--- src/rtl/decode_pkg.sv ---
// Shared decode definitions: addressing modes, ALU opcodes, condition codes,
// flag bit positions and the decoded-control bundle.
package decode_pkg;

  // Shifter addressing modes
  localparam logic [1:0] AM_IMM32 = 2'b00;
  localparam logic [1:0] AM_REG   = 2'b01;
  localparam logic [1:0] AM_IMM12 = 2'b10;
  localparam logic [1:0] AM_SHIFT = 2'b11;

  // ALU opcodes used for load/store address generation
  localparam logic [3:0] ALU_ADD = 4'b0100;
  localparam logic [3:0] ALU_SUB = 4'b0010;

  // Instruction classes on instruction[27:25]
  localparam logic [2:0] CLS_DP_REG = 3'b000;
  localparam logic [2:0] CLS_DP_IMM = 3'b001;
  localparam logic [2:0] CLS_LS_IMM = 3'b010;
  localparam logic [2:0] CLS_LS_REG = 3'b011;
  localparam logic [2:0] CLS_BRANCH = 3'b101;

  // Flag bit indices within {N,Z,C,V}
  localparam int FLAG_N = 3;
  localparam int FLAG_Z = 2;
  localparam int FLAG_C = 1;
  localparam int FLAG_V = 0;

  typedef enum logic [3:0] {
    COND_EQ = 4'b0000, COND_NE = 4'b0001, COND_CS = 4'b0010, COND_CC = 4'b0011,
    COND_MI = 4'b0100, COND_PL = 4'b0101, COND_VS = 4'b0110, COND_VC = 4'b0111,
    COND_HI = 4'b1000, COND_LS = 4'b1001, COND_GE = 4'b1010, COND_LT = 4'b1011,
    COND_GT = 4'b1100, COND_LE = 4'b1101, COND_AL = 4'b1110, COND_NV = 4'b1111
  } cond_e;

  // Decoded control bundle as seen by the ID/EX register
  typedef struct packed {
    logic [3:0] opcode;
    logic [1:0] am;
    logic       s_enable;
    logic       load_instr;
    logic       rf_enable;
    logic       size_enable;
    logic       rw_enable;
    logic       enable_signal;
    logic       bl_instr;
    logic       b_instr;
  } ctrl_t;

  // Three-letter data-processing mnemonic, used by the debug keyword output
  function automatic logic [23:0] dp_mnemonic(input logic [3:0] op);
    logic [23:0] m;
    case (op)
      4'h0:    m = "AND";
      4'h1:    m = "EOR";
      4'h2:    m = "SUB";
      4'h3:    m = "RSB";
      4'h4:    m = "ADD";
      4'h5:    m = "ADC";
      4'h6:    m = "SBC";
      4'h7:    m = "RSC";
      4'h8:    m = "TST";
      4'h9:    m = "TEQ";
      4'hA:    m = "CMP";
      4'hB:    m = "CMN";
      4'hC:    m = "ORR";
      4'hD:    m = "MOV";
      4'hE:    m = "BIC";
      default: m = "MVN";
    endcase
    return m;
  endfunction

endpackage

--- src/rtl/decode_cond_ctrl_cond_eval.sv ---
// Condition-field evaluator: ARM cond[3:0] against {N,Z,C,V}.
module cond_eval
  import decode_pkg::*;
(
  input  logic [3:0] cond,
  input  logic [3:0] flags,
  output logic       cond_true
);

  logic n, z, c, v;
  assign n = flags[FLAG_N];
  assign z = flags[FLAG_Z];
  assign c = flags[FLAG_C];
  assign v = flags[FLAG_V];

  // Standard ARM condition table; NV never executes
  always_comb begin
    cond_true = 1'b0;
    case (cond)
      COND_EQ: cond_true = z;
      COND_NE: cond_true = ~z;
      COND_CS: cond_true = c;
      COND_CC: cond_true = ~c;
      COND_MI: cond_true = n;
      COND_PL: cond_true = ~n;
      COND_VS: cond_true = v;
      COND_VC: cond_true = ~v;
      COND_HI: cond_true = c & ~z;
      COND_LS: cond_true = ~c | z;
      COND_GE: cond_true = (n == v);
      COND_LT: cond_true = (n != v);
      COND_GT: cond_true = ~z & (n == v);
      COND_LE: cond_true = z | (n != v);
      COND_AL: cond_true = 1'b1;
      default: cond_true = 1'b0;
    endcase
  end

endmodule

--- src/rtl/decode_cond_ctrl.sv ---
// Decode-stage control: instruction decode, stall bubble mux, PSR flag
// register and branch/branch-with-link redirect generation.
// Optional: define DECODE_KEYWORD_EN to add a 48-bit ASCII mnemonic output
// of the pre-stall decode for debug/trace.
module decode_cond_ctrl
  import decode_pkg::*;
#(
  parameter logic [31:0] NOP_WORD = 32'h0000_0000
) (
  input  logic        clk,
  input  logic        R,
  input  logic [31:0] instruction,
  input  logic        stall,
  input  logic        ex_s_enable,
  input  logic [3:0]  alu_nzcv,
  output logic [3:0]  id_opcode,
  output logic [1:0]  id_am,
  output logic        id_s_enable,
  output logic        id_load_instr,
  output logic        id_rf_enable,
  output logic        id_size_enable,
  output logic        id_rw_enable,
  output logic        id_enable_signal,
  output logic        id_bl_instr,
  output logic        id_b_instr,
  output logic [3:0]  psr_flags,
  output logic        cond_true,
  output logic        branch,
  output logic        branch_l
`ifdef DECODE_KEYWORD_EN
  ,
  output logic [47:0] keyword
`endif
);

  ctrl_t      dec;
  ctrl_t      ctrl;
  logic [3:0] psr_flags_d, psr_flags_q;
  logic [3:0] sel_flags;
  logic [2:0] cls;

  assign cls = instruction[27:25];

  // Combinational decode of the IF/ID instruction
  always_comb begin
    dec = '0;
    if (instruction != NOP_WORD) begin
      case (cls)
        CLS_DP_REG, CLS_DP_IMM: begin
          // Register-shifted-register form is not supported: leave as bubble
          if (!(cls == CLS_DP_REG && instruction[4])) begin
            dec.am        = (cls == CLS_DP_IMM) ? AM_IMM32 : AM_SHIFT;
            dec.opcode    = instruction[24:21];
            dec.s_enable  = instruction[20];
            // TST/TEQ/CMP/CMN only set flags, no register write-back
            dec.rf_enable = (instruction[24:23] != 2'b10);
          end
        end
        CLS_LS_IMM, CLS_LS_REG: begin
          dec.am            = (cls == CLS_LS_IMM) ? AM_IMM12 : AM_REG;
          dec.opcode        = instruction[23] ? ALU_ADD : ALU_SUB;
          dec.enable_signal = 1'b1;
          dec.size_enable   = ~instruction[22];
          dec.load_instr    = instruction[20];
          dec.rf_enable     = instruction[20];
          dec.rw_enable     = ~instruction[20];
        end
        CLS_BRANCH: begin
          dec.bl_instr = instruction[24];
          dec.b_instr  = ~instruction[24];
        end
        default: dec = '0;
      endcase
    end
  end

  // Hazard bubble: a stall zeroes every control going to ID/EX
  always_comb begin
    ctrl = stall ? '0 : dec;
  end

  assign id_opcode        = ctrl.opcode;
  assign id_am            = ctrl.am;
  assign id_s_enable      = ctrl.s_enable;
  assign id_load_instr    = ctrl.load_instr;
  assign id_rf_enable     = ctrl.rf_enable;
  assign id_size_enable   = ctrl.size_enable;
  assign id_rw_enable     = ctrl.rw_enable;
  assign id_enable_signal = ctrl.enable_signal;
  assign id_bl_instr      = ctrl.bl_instr;
  assign id_b_instr       = ctrl.b_instr;

  // Flags from a flag-setting op in EX are forwarded ahead of the PSR
  always_comb begin
    sel_flags   = ex_s_enable ? alu_nzcv : psr_flags_q;
    psr_flags_d = ex_s_enable ? alu_nzcv : psr_flags_q;
  end

  // PSR flag register, cleared asynchronously
  always_ff @(posedge clk or negedge R) begin
    if (!R) psr_flags_q <= '0;
    else    psr_flags_q <= psr_flags_d;
  end

  assign psr_flags = psr_flags_q;

  cond_eval u_cond_eval (
    .cond      (instruction[31:28]),
    .flags     (sel_flags),
    .cond_true (cond_true)
  );

  // Redirects use post-stall controls so a bubbled branch never fires
  assign branch   = cond_true & (ctrl.b_instr | ctrl.bl_instr);
  assign branch_l = cond_true & ctrl.bl_instr;

`ifdef DECODE_KEYWORD_EN
  // Space-padded mnemonic of the pre-stall decode
  always_comb begin
    keyword = "NOP   ";
    if (dec.bl_instr)
      keyword = "BL    ";
    else if (dec.b_instr)
      keyword = "B     ";
    else if (dec.enable_signal)
      keyword = {(dec.load_instr ? "LDR" : "STR"), (dec.size_enable ? " " : "B"), "  "};
    else if (dec != '0)
      keyword = {dp_mnemonic(dec.opcode), (dec.s_enable ? "S" : " "), "  "};
  end
`endif

endmodule

--- config.mk ---
export PLATFORM = sky130hd
export DESIGN_NAME = decode_cond_ctrl
export DESIGN_NICKNAME = d
export VERILOG_FILES = /design/src/rtl/decode_pkg.sv /design/src/rtl/decode_cond_ctrl_cond_eval.sv /design/src/rtl/decode_cond_ctrl.sv
export SDC_FILE = /design/constraint.sdc
export NUM_CORES = 1
export LEC_CHECK = 0
export ABC_CLOCK_PERIOD_IN_PS = 2300
export CORE_MARGIN = 8
export CORE_UTILIZATION = 28
export DETAILED_ROUTE_END_ITERATION = 6
export PLACE_DENSITY = 0.83
export SLEW_MARGIN = 20
export SYNTH_ARGS = -nofsm -noshare
export SYNTH_HDL_FRONTEND = slang
export SYNTH_SLANG_ARGS = --single-unit
--- constraint.sdc ---
create_clock -name clk -period 2.3 [get_ports clk]
set_input_delay 0.575 -clock clk [delete_from_list [all_inputs] [get_ports clk]]
set_output_delay 0.575 -clock clk [all_outputs]
set_load 0.01 [all_outputs]
==> parameters.txt <==
Parameter                              Value

Logic synthesis
  Number of warnings reported in the yosys synthesis log    0
  Per-instance average area after synthesis    7.56 sq um
  Syn Inst Count    75
  Proportion of register bits with asynchronous set or reset after synthesis    1.00
  Combined area of all synthesized cells    567 sq um
  FF+latch count, synth    4
  Nets in the synthesized netlist    115
  Portion of the post-synthesis area used by sequential elements    0.177
  Post-synth top flop    dfrtp_1
  EDFF count, synth    0
  Post-synthesis cell type count    29

Timing
  Setup TNS    -0.640 ns
  Worst hold slack after final layout    0.532 ns
  Setup violation total in the final timing report    11
  Maximum clock frequency    0.400 GHz
  Slew at the pin closest to its max-slew limit    0.230 ns
  Worst clock skew on the final layout    0 ns
  Period utilization    1.09
  Slew Limit Fails    0
  PnR worst setup slack    -0.202 ns
  Final Hold Fails    0
  Max transition margin    0.844
  Final critical delay including setup and external delays    2.50 ns
  RSZ-0062 raised after global routing    yes

Cells and area
  Post-layout utilization of the core    0.769
  Largest register FFs    4
  Leading cell type in the layout, fill and taps excluded    buf_4
  Layout-stage area growth over the synthesis result    164%
  Antenna Diode Count    0
  Proportion of layout cells with a drive suffix above 1    0.583
  Most frequent cells in the layout    buf_4 (23), buf_2 (21), clkdlybuf4s15_1 (14)
  Final Net Count    205

GRT
  Total Routing Usage GR    0.160
  First-pass GRT wire length    4570 microns
  Pin count of the biggest net entering global routing    10
  Number of global-route vias before repair    1047
  Initial antenna violation count    0
  Total global routing overflow    0

Clock tree
  CTS Hold Bufs    0
  Largest buffer count on any clock path    2
  CTS tree    done
  Clk pin slew, worst setup/hold paths    0.04 ns
  Level count of the clock H-tree    1
  Clock root buffer    clkbuf_4
  Clock Sinks    4
  Cts bufs inserted    3
  Worst skew pair latency    0.24 ns

Route
  Via count    955
  DRC violation count after routing    0
  Avg WL per Cell    16.3 microns
  DRT iter0 DRCs    15
  Vias per inst    5.03
  Total Wirelength    3090 microns
  Post-route ant nets    0
  Number of iterations in the first detailed-routing pass    4

Placed design
  Gp weighted congestion    0.803
  Number of I/O port buffers    60
  DP Wirelength    2290 microns

Worst setup path
  Kind of cell with the highest combined delay on the critical path    compound AO/OA/AOI/OAI gates
  Kind of critical path    primary input to primary output
  Worst EP required    1.73 ns
  Capturing element type of the critical path    primary output
  Setup slack of the worst register-to-register path    1.42 ns
  Crit-path max FO    4
  Highest cell delay on the worst timing path    0.33 ns
  CP Buf/Inv Count    2
  Launch point of the worst reg-to-reg path    psr_flags[0]$_DFF_PN0_
  Kind of launch point of the worst setup path    primary input
  Startpoint of the most critical setup path    ex_s_enable
  CP arrival    1.93 ns
  Cell with the largest stage delay on the worst path    mux2_4
  Critical path, cell by cell    buf_8, mux2_4, xnor2_2, o221ai_2, o211ai_2, a311oi_2, buf_2

Die
  Core area    1940 sq um
  Vertical die dimension    61.0 microns
  Overall die width    61.0 microns
  I/O pins    61
  Effective utilization at floorplan    0.292
  Row count    16
  Overall die area    3720 sq um

Pwr
  Lkg Pwr    0.000702 uW
  Power Dens Cells    298 nW/um^2
  Worst-case vdd ir drop    0.000216 V

Hold path
  Worst hold-check path type    primary input to asynchronous set/reset pin

Status
  Result of the run    finished with violations
  Failing checks    setup timing

Run
  Max-cap violations    0
==> worst paths after layout <==
check	depth (start not counted)	to
setup / recovery	7	branch_l
hold / removal	1	psr_flags[3]$_DFF_PN0_
setup reg to reg	1	psr_flags[0]$_DFF_PN0_
hold reg to reg	1	psr_flags[2]$_DFF_PN0_
max in group asynchronous	1	psr_flags[1]$_DFF_PN0_
min in group clk	1	psr_flags[2]$_DFF_PN0_
==> layer usage <==
layer	wire length (microns)	vias to the layer above	track usage	share of wire
li1	-	463	-	-
met3	283	4	0.0699	0.092
met4	22	0	0.0532	0.0071
met2	1720	43	0.305	0.56
met1	1060	445	0.147	0.34
met5	0	-	0	0
==> cell families (layout without fill, tap and decap cells) <==
| family | after synthesis | count (layout) | synth area share |
|---|---|---|---|
| AOI/OAI and AO/OA | 15 | 15 | 0.210 |
| xor gates and xnor gates | 4 | 4 | 0.0618 |
| buffers and inverters | 8 | 96 | 0.0574 |
| DFF | 4 | 4 | 0.177 |
| muxes | 8 | 8 | 0.157 |
| and+or+nand+nor | 36 | 36 | 0.338 |
==> per-stage QoR <==
| step | worst slack (ns) | total power (uW) | cells | instance area (sq um) |
|---|---|---|---|---|
| global placement | -1.08 | 311 | 180 | 1350 |
| global route | -0.277 | 468 | 190 | 1490 |
| finish | -0.202 | 446 | 190 | 1490 |
| CTS | -0.224 | 424 | 188 | 1440 |
| detailed placement | -1.14 | 316 | 180 | 1350 |
| floorplan | 0.0488 | 164 | 75 | 567 |
==> synth_stat cells, types with 3 or more instances <==
cell / count / area, sq um
mux2_2: 3 / 33.8
inv_1: 5 / 18.8
mux2i_1: 4 / 40.0
nor2_1: 7 / 26.3
xnor2_1: 4 / 35.0
and2_1: 3 / 18.8
nor3_1: 4 / 20.0
nor4_1: 8 / 50.1
nand2_1: 6 / 22.5
a21oi_1: 4 / 20.0
dfrtp_1: 4 / 100
==> final cells by class <==
class                   count  area, sq um
multi-input cells          63          613
repair buffers             88          706
fillers                   149          448
clock buffers               3         22.5
inverters                   5         18.8
flip-flops and latches      4          100
well taps                  27         33.8
==> power breakdown <==
group / internal [uW] / total, uW / switching, uW / leakage, uW
registers: 77.8 / 84.9 / 7.10 / 0.0000468
logic: 155 / 271 / 116 / 0.000641
clock network: 58.6 / 90.2 / 31.7 / 0.0000138
==> what timing repair did <==
item                                    CTS  global route
gates resized for setup                 166            28
buffers inserted                          5             2
endpoints found under the setup margin   17            15
pin swaps                                25            12
(Power assumes the default switching activity.)
